## config.mk

```make
export PLATFORM = sky130hd
export DESIGN_NAME = id_ex_pipe
export DESIGN_NICKNAME = d
export VERILOG_FILES = /design/src/rtl/id_ex_pipe.sv
export SDC_FILE = /design/constraint.sdc
export NUM_CORES = 1
export LEC_CHECK = 0
export ABC_CLOCK_PERIOD_IN_PS = 5600
export CORE_UTILIZATION = 30
export CTS_CLUSTER_DIAMETER = 50
export DETAILED_ROUTE_END_ITERATION = 16
export MAX_ROUTING_LAYER = met4
export PLACE_DENSITY_LB_ADDON = 0.2
export REMOVE_ABC_BUFFERS = 1
export SKIP_LAST_GASP = 1
export SLEW_MARGIN = 25
export SYNTH_ARGS = -nofsm -noshare
export SYNTH_HDL_FRONTEND = slang
export SYNTH_SLANG_ARGS = --single-unit
```

## constraint.sdc

```tcl
create_clock -name clk -period 5.6 [get_ports clk]
set_input_delay 0.84 -clock clk [delete_from_list [all_inputs] [get_ports clk]]
set_output_delay 0.84 -clock clk [all_outputs]
set_load 0.005 [all_outputs]
```

## src/rtl/id_ex_pipe.sv

```systemverilog
// ID/EX pipeline register with valid/ready flow control,
// load-use hazard detection, flush and bubble counting.
`ifndef CPU_WIDTH
`define CPU_WIDTH 32
`endif
`ifndef REG_ADDR_WIDTH
`define REG_ADDR_WIDTH 5
`endif
`ifndef CSR_ADDR_WIDTH
`define CSR_ADDR_WIDTH 12
`endif
`ifndef INS_NOP
`define INS_NOP 32'h0000_0013
`endif

module id_ex_pipe (
  input  logic                       clk,
  input  logic                       rst_n,
  input  logic                       id_valid_i,
  input  logic [`CPU_WIDTH-1:0]      ins_i,
  input  logic [`CPU_WIDTH-1:0]      ins_adder_i,
  input  logic [`REG_ADDR_WIDTH-1:0] rs1_adder_i,
  input  logic [`REG_ADDR_WIDTH-1:0] rs2_adder_i,
  input  logic [`CPU_WIDTH-1:0]      reg1_rd_data_i,
  input  logic [`CPU_WIDTH-1:0]      reg2_rd_data_i,
  input  logic [`CPU_WIDTH-1:0]      csr_rd_data_i,
  input  logic [`REG_ADDR_WIDTH-1:0] rd_adder_i,
  input  logic                       reg_wr_en_i,
  input  logic                       csr_wr_en_i,
  input  logic [`CSR_ADDR_WIDTH-1:0] csr_wr_adder_i,
  input  logic                       mem_rd_en_i,
  input  logic                       flush_i,
  input  logic                       ex_ready_i,
  output logic                       id_ready_o,
  output logic                       ex_valid_o,
  output logic [`CPU_WIDTH-1:0]      ins_o,
  output logic [`CPU_WIDTH-1:0]      ins_adder_o,
  output logic [`CPU_WIDTH-1:0]      reg1_data_o,
  output logic [`CPU_WIDTH-1:0]      reg2_data_o,
  output logic [`CPU_WIDTH-1:0]      csr_data_o,
  output logic [`REG_ADDR_WIDTH-1:0] rd_adder_o,
  output logic                       reg_wr_en_o,
  output logic                       csr_wr_en_o,
  output logic [`CSR_ADDR_WIDTH-1:0] csr_wr_adder_o,
  output logic                       mem_rd_en_o,
  output logic                       load_use_stall_o,
  output logic [31:0]                bubble_cnt_o
);

  typedef struct packed {
    logic                       valid;
    logic [`CPU_WIDTH-1:0]      ins;
    logic [`CPU_WIDTH-1:0]      pc;
    logic [`CPU_WIDTH-1:0]      r1;
    logic [`CPU_WIDTH-1:0]      r2;
    logic [`CPU_WIDTH-1:0]      csr;
    logic [`REG_ADDR_WIDTH-1:0] rd;
    logic                       reg_wr;
    logic                       csr_wr;
    logic [`CSR_ADDR_WIDTH-1:0] csr_adr;
    logic                       mem_rd;
  } id_ex_t;

  id_ex_t      q, d, cap, bub;
  logic [31:0] cnt_q, cnt_d;
  logic        src_hit, hazard, adv, hz_bubble;

  assign src_hit = (rs1_adder_i == q.rd)
                 | (rs2_adder_i == q.rd);

  assign hazard = id_valid_i & q.valid & q.mem_rd
                & q.reg_wr & (q.rd != '0) & src_hit;

  assign adv        = ~q.valid | ex_ready_i;
  assign hz_bubble  = ~flush_i & adv & hazard;
  assign id_ready_o = adv & ~hazard & ~flush_i;

  always_comb begin
    cap = '{
      valid:   1'b1,
      ins:     ins_i,
      pc:      ins_adder_i,
      r1:      reg1_rd_data_i,
      r2:      reg2_rd_data_i,
      csr:     csr_rd_data_i,
      rd:      rd_adder_i,
      reg_wr:  reg_wr_en_i,
      csr_wr:  csr_wr_en_i,
      csr_adr: csr_wr_adder_i,
      mem_rd:  mem_rd_en_i
    };
    // bubble keeps the data lanes, only kills valid and enables
    bub        = cap;
    bub.valid  = 1'b0;
    bub.ins    = `INS_NOP;
    bub.reg_wr = 1'b0;
    bub.csr_wr = 1'b0;
    bub.mem_rd = 1'b0;
  end

  always_comb begin
    d     = q;
    cnt_d = cnt_q;
    if (flush_i) begin
      d = bub;
    end else if (adv) begin
      d = (id_valid_i & ~hazard) ? cap : bub;
    end
    if (hz_bubble && cnt_q != '1) begin
      cnt_d = cnt_q + 32'd1;
    end
  end

  always_ff @(posedge clk) begin
    if (!rst_n) begin
      q     <= '{ins: `INS_NOP, default: '0};
      cnt_q <= '0;
    end else begin
      q     <= d;
      cnt_q <= cnt_d;
    end
  end

  assign ex_valid_o       = q.valid;
  assign ins_o            = q.ins;
  assign ins_adder_o      = q.pc;
  assign reg1_data_o      = q.r1;
  assign reg2_data_o      = q.r2;
  assign csr_data_o       = q.csr;
  assign rd_adder_o       = q.rd;
  assign reg_wr_en_o      = q.reg_wr;
  assign csr_wr_en_o      = q.csr_wr;
  assign csr_wr_adder_o   = q.csr_adr;
  assign mem_rd_en_o      = q.mem_rd;
  assign load_use_stall_o = hazard;
  assign bubble_cnt_o     = cnt_q;

endmodule

```

Word level (Yosys, flattened, before mapping)
Index checks and enable logic that the tools add are counted.

Bits in writable memories: 0. Latch bits: 0. Output and inout bits: 215. Bits in read-only memories: 0. Memories kept: 0. Register bits after elaboration: 213.

Multiplexer cells: 3. Equal/unequal tests: 3. Div/mod/pow operators: 0. $lt $le $gt $ge: 0. $add $sub $neg: 1. $mul: 0. Shift operators: 0. Reductions and logical operators: 4. Bitwise gates (word level): 16.

Operator list (count): $mux W148 (2); $mux W181 (1); $add A32 B1 Y32 const B (1); $ne A32 B32 Y1 const B (1); $and A1 B1 Y1 (10); $eq A5 B5 Y1 (2); $reduce_bool A5 Y1 (1); $not A1 Y1 (4); $or A1 B1 Y1 (2); $reduce_bool A2 Y1 (1); $reduce_or A2 Y1 (1); $logic_and A1 B1 Y1 (1).

Depth between registers and ports, before layout
Depth in word-level cells: 10. Mapped depth: 10.

Least setup slack after synthesis
OpenSTA, ideal clock, no wires.

Path kind: input to output. Start point: in rs1_adder_i[4]. End point: out id_ready_o. Data arrival time: 1.645 ns. Stages on the path: 5. Slack: 3.115 ns. Buffers on the path: 0. Cells stage by stage: xnor2_1 -> nand3_1 -> o22ai_4 -> nand2_1 -> and2_1.

Longest elaborated chain between the ends: 6.

RTL lines: start: declaration (line 22) `` input logic [`REG_ADDR_WIDTH-1:0] rs1_adder_i, ``; $eq A5 B5 Y1 (line 68) `assign src_hit = (rs1_adder_i == q.rd)`; $or A1 B1 Y1 (line 69) `| (rs2_adder_i == q.rd);`; $and A1 B1 Y1 (line 72) `& q.reg_wr & (q.rd != '0) & src_hit;`; $not A1 Y1 (line 76) `assign id_ready_o = adv & ~hazard & ~flush_i;`; $and A1 B1 Y1 (2 in series) (line 76); end: declaration (line 34) `output logic id_ready_o,`.

Every way passes these cells.

Worst setup path after layout
Start point: in rs2_adder_i[0]. End point: out id_ready_o.

Longest elaborated chain between the ends: 6.

RTL lines: start: declaration (line 23) `` input logic [`REG_ADDR_WIDTH-1:0] rs2_adder_i, ``; $eq A5 B5 Y1 (line 69); $or A1 B1 Y1 (line 69); $and A1 B1 Y1 (line 72); $not A1 Y1 (line 76); $and A1 B1 Y1 (2 in series) (line 76).

Every way passes these cells.

==> results.yml <==
clock_tree:
  cts_tree: "yes"
  cts_made_buffers: 29
  clk_pin_slew_worst_paths_ns: 0.06
  cts_hold_buf: 0
  htree_levels: 1
  cts_root_buf: "clkbuf_16"
  clk_latency_ns: 0.53
  cts.repair.resized: 0
  cts.sinks: 213
  post_cts_buffers: 0
  clk_path_buf_depth: 3
timing:
  hold_violations: 0
  post-route-period-util_pct: 63.5
  setup_viol: 0
  tns_ns: 0
  clock_skew_ns: 0.0126
  fmax_mhz: 281
  rsz0062_at_grt: "false"
  holdWs_ns: 0.447
  max_slew.worst_pin.slew_ns: 1.04
  finalCriticalPeriod_ns: 3.56
  relSlewSlack_pct: 30.8
  slew_violations: 0
die:
  die_h_um: 164
  dieArea_sq_mm: 0.0270
  fp.dieW_um: 164
  start_util_pct: 30.5
  ios: 410
  coreArea_sq_mm: 0.0259
  rows: 59
finish:
  final_util_pct: 50.9
  area_growth_pct: 66.9
  drive_gt1_share_pct: 5.25
  finish.instance_area_sq_mm: 0.0132
  nFillCells: 2455
  nets: 1527
  seqCellArea_sq_mm: 0.00426
  fin_cells: 1688
  multiInputGateArea_sq_mm: 0.00338
setup_path:
  critPathBufInv: 2
  startpoint_type: "primary input"
  critPathMaxStageDelay_ns: 0.55
  critPathMostFrequentCell: "clkdlybuf4s50_1"
  crit_path_end_kind: "primary output"
  cp_data_arrival_time_ns: 2.72
  critical-path-top-delay-family: "buffers and inverters"
  crit_path_top_delay_cell: "clkdlybuf4s50_1"
  worstSetupPathType: "in2out"
  cp.required_ns: 4.76
  path_max_fanout: 7
  crit_chain: "clkdlybuf4s50_1, xnor2_1, nand3_1, o22ai_4, nand2_1, and2_1, clkdlybuf4s50_1"
logic_synthesis:
  yosys_warnings: 0
  ys.flop_type: "dfxtp_1"
  synth-seq-area-share_pct: 54.0
  yosys.area.top_type: "dfxtp_1"
  yosys.area.top_type_share_pct: 54.0
  synth_edf_count: 0
  postSynthAreaPerCell_sq_um: 8.36
  synth_area_sq_mm: 0.00790
  synthArstFlopShare_pct: 0
  syn-instance-count: 945
  yosysUniqueCellTypes: 43
  ys_ff_latch: 213
  synthTopCellsByArea: "dfxtp_1 54%, nand2_1 15%, a21oi_1 11%, a22o_1 3.5%, clkbuf_1 2.5%"
detailed_routing:
  vias: 7920
  vias_per_cell: 4.69
  dr.pass1.iters: 5
  route.detailed.drc: 0
  dr.first_iter.drc_count: 471
  final_antenna_net_count: 0
  routed_wl_mm: 27.6
  avgRoutedWirePerCell_um: 16.3
place:
  placed_cell_area_sq_mm: 0.0123
  hpwl_mm: 19.2
  portBuffers: 409
  dp.cells: 1635
  routabilityCongestion: 0.835
run_status:
  outcome: "finished clean"
global_routing:
  grt_pass1_vias: 7667
  groute.usage.overall_pct: 20.1
  grt_max_degree: 113
  antenna_found_initial: 1
  grt.overflow.total: 0
  grt_first_pass_wirelength_mm: 41.4
job:
  maxCapViolations: 0
pwr:
  power.density_mw_per_mm2: 288
  ir_drop_mv: 0.241
  cellLeakagePower_uw: 0.00507
min_path:
  hold_class: "reg2reg"
cells in the mapped netlist (2+ instances only):
cell      number
nand4_1       11
a22o_1        32
o21ai_1        8
xor2_1         3
xnor2_1       11
nand3_1       15
clkbuf_1      53
nand3_2        2
o22a_1         3
inv_1          4
mux2i_1        5
nor4_1         4
nand2_1      315
o21ai_0       12
nor2_1        13
nor3_1         6
nand2b_1       6
nand4_2        3
dfxtp_1      213
a21oi_1      167
or2_2          4
a41o_1         2
nor4_4         2
buf_4          2
and3_1         2
buf_2          3
and4_1         2
or3_1         22
and2_1         6
state kept, by name, indices dropped and copies added, names as in the netlist:
name,count
mem_rd_en_o,1
ex_valid_o,1
reg2_data_o,32
rd_adder_o,5
csr_data_o,32
reg1_data_o,32
ins_adder_o,32
csr_wr_adder_o,12
ins_o,32
csr_wr_en_o,1
reg_wr_en_o,1
bubble_cnt_o,32
cell families (layout without fill, tap and decap cells):
family	count (synthesis)	in the layout	synth area share, %
simple gates	416	416	23.2
other cells	0	1	0
fa+ha+maj	1	1	0.158
compound gates	230	230	17.0
flops	213	213	54.0
mux	5	5	0.633
xor+xnor	14	14	1.55
buf+inv	66	473	3.44
worst min-delay path, cell delays in order, from the launching register on:
cell and delay [ns]:
dfxtp_1 0.30, nand2_1 0.05, a21oi_1 0.05
metrics by stage:
stage / power, uW / setup WS [ns]
after global routing: 3950 / 1.91
after CTS: 3860 / 2.01
after detailed placement: 2070 / 2.03
after floorplan: 1760 / -0.204
final: 3800 / 2.04
after global placement: 2070 / 2.04
where the power goes:
part / switching (uW) / internal (uW) / leakage [uW]
clock: 683 / 1080 / 0.000451
combinational: 141 / 271 / 0.00286
sequential: 37.4 / 1580 / 0.00176
cell usage in the layout, fill, tap and decap left out, types with 4 or more instances in the layout:
cell type,instances
nand2b_1,6
buf_4,5
nor3_1,6
mux2i_1,5
nand3_1,15
o21ai_0,12
a22o_1,32
clkbuf_1,6
xnor2_1,11
o21ai_1,8
dfxtp_1,213
nand2_1,315
a21oi_1,167
clkbuf_16,29
clkinv_2,6
and2_1,6
nor4_1,4
nor2_1,11
nand4_1,11
clkdlybuf4s50_1,409
inv_1,4
or3_1,22
path summary, 6_finish.rpt:
kind | startpoint | end | slack, ns | cells past startpoint
setup reg to reg | bubble_cnt_o[0] | bubble_cnt_o[1] | 3.17 | 7
setup / recovery | rs2_adder_i[0] | id_ready_o | 2.04 | 7
hold reg to reg | ins_adder_o[19] | ins_adder_o[19] | 0.45 | 2
hold / removal | ins_adder_o[19] | ins_adder_o[19] | 0.45 | 2
final cells by class:
class / instances / share of cell area, %
Timing Repair Buffer: 416 / 31.6
Antenna cell: 1 / 0.0190
Clock inverter: 14 / 1.05
Inverter: 5 / 0.161
Multi-Input combinational cell: 666 / 25.6
Clock buffer: 38 / 5.99
Sequential cell: 213 / 32.3
Tap cell: 335 / 3.18
layer usage:
metal | global-route usage (%) | up-vias | routed length [um]
li1 | - | 3962 | -
met1 | 23.1 | 3654 | 11300
met2 | 33.3 | 263 | 13400
met3 | 5.96 | 41 | 2200
met4 | 6.52 | 0 | 663
met5 | - | - | 0
No activity file was read; power rests on OpenSTA's default activity.
